===== src/rtl/led_flasher.sv =====
// Queued LED flasher: each event_pulse requests one active-low flash of ON_CYCLES,
// separated by GAP_CYCLES; up to MAX_PENDING requests wait behind the active one.
module led_flasher #(
    parameter int ON_CYCLES   = 4,
    parameter int GAP_CYCLES  = 2,
    parameter int MAX_PENDING = 3
) (
    input  logic                               clk,
    input  logic                               reset_n,
    input  logic                               event_pulse,
    input  logic                               clear,
    output logic                               led_n,
    output logic                               busy,
    output logic [$clog2(MAX_PENDING+1)-1:0]   pending,
    output logic                               overflow
);
    localparam int MAXC = (ON_CYCLES > GAP_CYCLES) ? ON_CYCLES : GAP_CYCLES;
    localparam int CW   = (MAXC > 1) ? $clog2(MAXC) : 1;
    localparam int PW   = $clog2(MAX_PENDING + 1);

    typedef enum logic [1:0] {IDLE, ON, GAP} state_t;

    state_t          state_q;
    logic [CW-1:0]   cnt_q;
    logic [PW-1:0]   pend_q;
    logic            led_q;
    logic            ovf_q;
    logic            last_gap;
    logic            take;

    // A new flash may start from IDLE or seamlessly from the final GAP cycle.
    always_comb begin
        last_gap = (state_q == GAP) && (cnt_q == CW'(GAP_CYCLES - 1));
        take     = ((state_q == IDLE) || last_gap) && ((pend_q != '0) || event_pulse);
    end

    always_ff @(posedge clk or negedge reset_n) begin
        if (!reset_n) begin
            state_q <= IDLE;
            cnt_q   <= '0;
            pend_q  <= '0;
            led_q   <= 1'b1;
            ovf_q   <= 1'b0;
        end else begin
            ovf_q <= 1'b0;
            if (clear) begin
                state_q <= IDLE;
                cnt_q   <= '0;
                pend_q  <= '0;
                led_q   <= 1'b1;
            end else if (take) begin
                state_q <= ON;
                cnt_q   <= '0;
                led_q   <= 1'b0;
                // A coincident pulse replaces the queued request just consumed.
                if ((pend_q != '0) && !event_pulse)
                    pend_q <= pend_q - PW'(1);
            end else begin
                if (event_pulse) begin
                    if (pend_q == PW'(MAX_PENDING))
                        ovf_q <= 1'b1;
                    else
                        pend_q <= pend_q + PW'(1);
                end
                case (state_q)
                    ON: begin
                        if (cnt_q == CW'(ON_CYCLES - 1)) begin
                            state_q <= GAP;
                            cnt_q   <= '0;
                            led_q   <= 1'b1;
                        end else begin
                            cnt_q <= cnt_q + CW'(1);
                        end
                    end
                    GAP: begin
                        if (last_gap) begin
                            state_q <= IDLE;
                            cnt_q   <= '0;
                        end else begin
                            cnt_q <= cnt_q + CW'(1);
                        end
                    end
                    default: ;
                endcase
            end
        end
    end

    assign led_n    = led_q;
    assign busy     = (state_q != IDLE);
    assign pending  = pend_q;
    assign overflow = ovf_q;
endmodule


===== config.mk =====
export PLATFORM = sky130hd
export DESIGN_NAME = led_flasher
export DESIGN_NICKNAME = d
export VERILOG_FILES = /design/src/rtl/led_flasher.sv
export SDC_FILE = /design/constraint.sdc
export NUM_CORES = 1
export LEC_CHECK = 0
export BUFFER_PORTS_ARGS = -buffer_cell sky130_fd_sc_hd__buf_2
export CORE_UTILIZATION = 28
export DETAILED_ROUTE_END_ITERATION = 7
export PLACE_DENSITY = 0.45
export RECOVER_POWER = 25
export SLEW_MARGIN = 20
export SYNTH_ARGS = -nofsm -noshare
export SYNTH_HDL_FRONTEND = slang
export SYNTH_SLANG_ARGS = --single-unit

===== constraint.sdc =====
create_clock -name clk -period 1.7 [get_ports clk]
set_input_delay 0.085 -clock clk [delete_from_list [all_inputs] [get_ports clk]]
set_output_delay 0.085 -clock clk [all_outputs]
set_load 0.02 [all_outputs]

---- Yosys cells after proc, flatten, opt, wreduce, memory -nomap -nowiden ----
Cells that the tools add are included.
Widths: inputs -> output; s select.
word-level totals
  input bits .............................. 4
  flip-flop bits (word level) ............. 8
  output and inout port bits .............. 5
  logic and storage cells ................. 56
cells by class
  eq/ne operators ......................... 9
  add/subtract/negate cells ............... 3
  reductions and logical operators ........ 16
  mux-type cells .......................... 23
operators with widths
  cell                 number
  $mux 2               13
  $reduce_bool 3->1    3
  $mux 1               8
  $ne 4x4->1 const B   2
  $pmux 2 s2           2
  $eq 2x2->1 const B   3
  $reduce_and 3->1     2
  $add 2x1->2 const B  2
  $eq 2x1->1 const B   2
  $reduce_bool 2->1    2
  $reduce_bool 4->1    1
  $logic_and 1x1->1    3
  $ne 3x2->1 const B   1
  $ne 3x3->1 const B   1
  $logic_not 2->1      1
  $logic_or 1x1->1     2
  $reduce_and 2->1     1
  $sub 2x1->2 const B  1
  $logic_not 1->1      1

---- Depth between registers and ports, before layout ----
  depth in word-level cells ............... 6
  depth in mapped cells ................... 5
  mapped depth without buffers ............ 5

---- Least setup slack after synthesis ----
Ideal clock, no wire load.
  path kind ............................... flip-flop to flip-flop
  start ................................... register state_q[0]
  end ..................................... register state_q[1]
  slack ................................... 0.266 ns
  cell stages (with the launch flop) ...... 6
  clock period less this slack ............ 1.434 ns
  arrival ................................. 1.347 ns
  required time ........................... 1.613 ns
  setup time .............................. 0.087 ns
  buffers on the path ..................... 0
  path through ............................ dfrtp_1 > inv_1 > ha_1 > inv_2 > or3_1 > a211oi_2
between the ends
  word-level cells in the longest chain between the ends .. 6
  elaborated cells between the ends (all ways) .. 13
  classes of those cells .................. 4 x eq/ne; 3 x mux; 6 x reduce/logical
ends and longest elaborated chain
  item                                                  RTL line  text
  start, declared                                       23        state_t state_q;
  start signal, assigned                                39        state_q <= IDLE;
  start signal, assigned                                47        state_q <= IDLE;
  start signal, assigned                                52        state_q <= ON;
  $eq 2x2->1                                            33, 65
  $logic_and 1x1->1                                     33        last_gap = (state_q == GAP) && (cnt_q == CW'(GAP_CYCLES - 1));
  $logic_or 1x1->1                                      34        take = ((state_q == IDLE) || last_gap) && ((pend_q != '0) || event_pulse);
  $logic_and 1x1->1                                     34
  $ne 4x4->1 (no line), or another cell as far along    --
  $reduce_and 3->1 (no line) or $mux 2 (tied branches)  --
Several ways; a longest one is shown, not always the timed one.
A chain may end at the register's enable or synchronous reset.

---- Worst setup path in the final report ----
Ends and elaborated chain as after synthesis.

==> flow_metrics.py <==
metrics = {
    "cells_and_area": {
        "final_cell_mix": "dfrtp_1 (7), buf_2 (7), ha_1 (6)",
        "layout-drive-gt1-share_pct": 27.3,
        "antenna_cells": 0,
        "fin_area_sq_um": 627,
        "finalNetCount": 77,
        "area_growth_pct": 21.3,
        "final.fill_count": 191,
    },
    "logic_synthesis": {
        "ys.flop_type": "dfrtp_1",
        "synth-edff-count": 0,
        "synth.distinct_cells": 29,
        "async_flop_share_pct": 100,
        "synth_seq_cells": 8,
        "ys_warn_count": 0,
        "mappedNetlistArea_sq_um": 517,
        "syn_avg_cell_area_sq_um": 9.75,
        "netlist_instances": 53,
        "synth_nets": 63,
        "yosysSeqAreaShare_pct": 39.0,
    },
    "drt": {
        "wirelength_microns": 1000,
        "vias": 417,
        "drc": 0,
        "drt_iter0_markers": 6,
        "routedWlPerCell_microns": 11.0,
        "first_pass_iters": 3,
        "viasPerCell": 4.58,
        "ant_nets": 0,
    },
    "timing": {
        "worst_pin_slew_ns": 0.462,
        "fmax_mhz": 648,
        "hold_violations": 0,
        "tns_ns": 0,
        "finalCritPeriodShare_pct": 90.8,
        "fin_crit_ns": 1.54,
        "slew_violations": 0,
        "setup_viol": 0,
        "rsz0062_at_grt": "false",
        "relSlewSlack_pct": 69.2,
        "setup_ws_ns": 0.156,
        "skew_ns": 0.00639,
    },
    "global_routing": {
        "track_usage_pct": 12.1,
        "grt_max_degree": 10,
        "antenna_found_initial": 0,
        "grt_overflow_total": 0,
        "grt_pass1_vias": 396,
        "grt_pass1_wl_microns": 1760,
    },
    "power": {
        "power_frac_seq_pct": 30.7,
        "comb_power_share_pct": 52.6,
        "switching_share_pct": 44.0,
        "p_int_uw": 538,
        "power.share.clock_pct": 16.8,
        "max-vdd-ir-drop_uv": 375,
        "p_switching_uw": 423,
        "cellPowerDensity_nw_per_um2": 1530,
        "leakagePower_nw": 0.286,
    },
    "critical_path": {
        "worstPathMaxFanout": 4,
        "reg2reg_depth": 5,
        "start_kind": "register",
        "critPathBufInv": 2,
        "path_cells": "inv_1, ha_1, inv_2, or3_1, a211oi_2",
        "cp_top_family": "simple AND/OR/NAND/NOR gates",
        "crit_path_end_kind": "register",
        "setup.worst_path.class": "reg2reg",
        "crit_arrival_ns": 1.72,
        "crit_path_top_delay_cell": "or3_1",
        "cp_num_cells": 5,
        "critPathMaxStageDelay_ns": 0.39,
        "required_ns": 1.87,
    },
    "cts": {
        "root_buffer": "clkbuf_4",
        "post_cts_resized": 0,
        "cts.reportedPaths.clkPinSlew_ns": 0.06,
        "clockBufferDepth": 2,
        "insertion_delay_ns": 0.25,
        "cts.sinks": 8,
        "cts_max_level": 1,
        "cts_made_buffers": 3,
        "postCtsSetupBuffers": 0,
        "cts_tree": "done",
    },
    "floorplanning": {
        "fp.dieW_microns": 45.0,
        "chipHeight_microns": 45.0,
        "initial_core_util_pct": 29.9,
        "dieArea_sq_um": 2020,
        "row_count": 15,
        "io_pins": 9,
        "core_area_sq_um": 1730,
    },
    "hold_path": {
        "hold_path.class": "in2reg",
        "min_path_cells": 2,
    },
    "placement": {
        "dpl_cell_area_sq_um": 592,
        "dp_slack_ns": 0.157,
        "hpwl_microns": 781,
        "io_buffer_count": 8,
        "place.gp.congestion": 0.765,
    },
    "run_status": {
        "status": "finished, final reports clean",
    },
    "job": {
        "cap_viol_max_count": 0,
    },
}
## power groups by stage
stage               clock [mW]  combinational, mW  sequential, mW
finish                   0.161              0.505           0.295
global route             0.181              0.569           0.303
CTS                      0.168              0.511           0.296
detailed placement           0              0.507           0.300
global placement             0              0.514           0.300
floorplan                    0              0.357           0.310
## state kept, by name, indices dropped and copies added, names as in the netlist
register  cells
state_q       2
overflow      1
cnt_q         2
pending       2
led_n         1
## layout make-up
class / count / area (sq um) / share of cell area, %
Timing Repair Buffer: 10 / 56.3 / 8.98
Clock buffer: 4 / 26.3 / 4.19
Inverter: 6 / 22.5 / 3.59
Tap cell: 25 / 31.3 / 4.99
Sequential cell: 8 / 201 / 32.1
Multi-Input combinational cell: 38 / 289 / 46.1
## cells by family after synthesis
| kind of cell | share of synthesized area [%] |
|---|---|
| AOI/OAI and AO/OA | 21.8 |
| and+or+nand+nor | 17.7 |
| DFF | 39.0 |
| buffers and inverters | 5.08 |
| adders and majority gates | 14.5 |
| muxes | 1.94 |
## synthesized netlist by cell type (2+ instances only)
master	n	share of area [%]
a21oi_1	5	4.8
nand2_1	3	2.2
inv_1	5	3.6
dfrtp_1	7	34
o21ai_0	3	2.9
nor2b_1	2	2.4
ha_1	6	15
## final timing paths
path / startpoint / to / slack (ns)
worst min register to register: led_n / led_n / 0.55
max in group asynchronous: reset_n / led_n / 1.06
worst max-delay path: state_q[0] / state_q[1] / 0.16
worst max register to register: state_q[0] / state_q[1] / 0.16
worst min-delay path: clear / state_q[1] / 0.13
min in group asynchronous: reset_n / state_q[1] / 0.29
## worst register-to-register path, delay by kind of cell, from the launching register on
kind	cells	cell delay [ns]
flip-flops	1	0.37
adder cells (fa/ha/maj)	1	0.35
AND/OR/NAND/NOR	1	0.39
buffers and inverters	2	0.14
AO/OA/AOI/OAI	1	0.22
## per-stage QoR
step,power (mW),cells,hold slack [ns],utilization (%)
6_report,0.961,91,0.128,36.3
5_1_grt,1.05,91,0.115,36.3
4_1_cts,0.975,91,0.115,36.4
3_5_place_dp,0.807,86,-0.0562,34.3
3_3_place_gp,0.814,86,-0.0575,34.3
2_1_floorplan,0.667,53,-0.211,-
## layer usage
layer / GRT usage, % / part of all wire, % / up-vias
li1: - / - / 215
met1: 17.2 / 54 / 196
met2: 17.7 / 44 / 6
met3: 3.60 / 2.3 / 0
met4: 3.64 / 0 / 0
met5: 0 / 0 / -
## timing repair
item	4_1_cts	5_1_grt
setup endpoints to repair	0	0
hold endpoints to repair	8	0
hold buffers	1	0
Note: power is estimated with default switching activity, not from simulation.
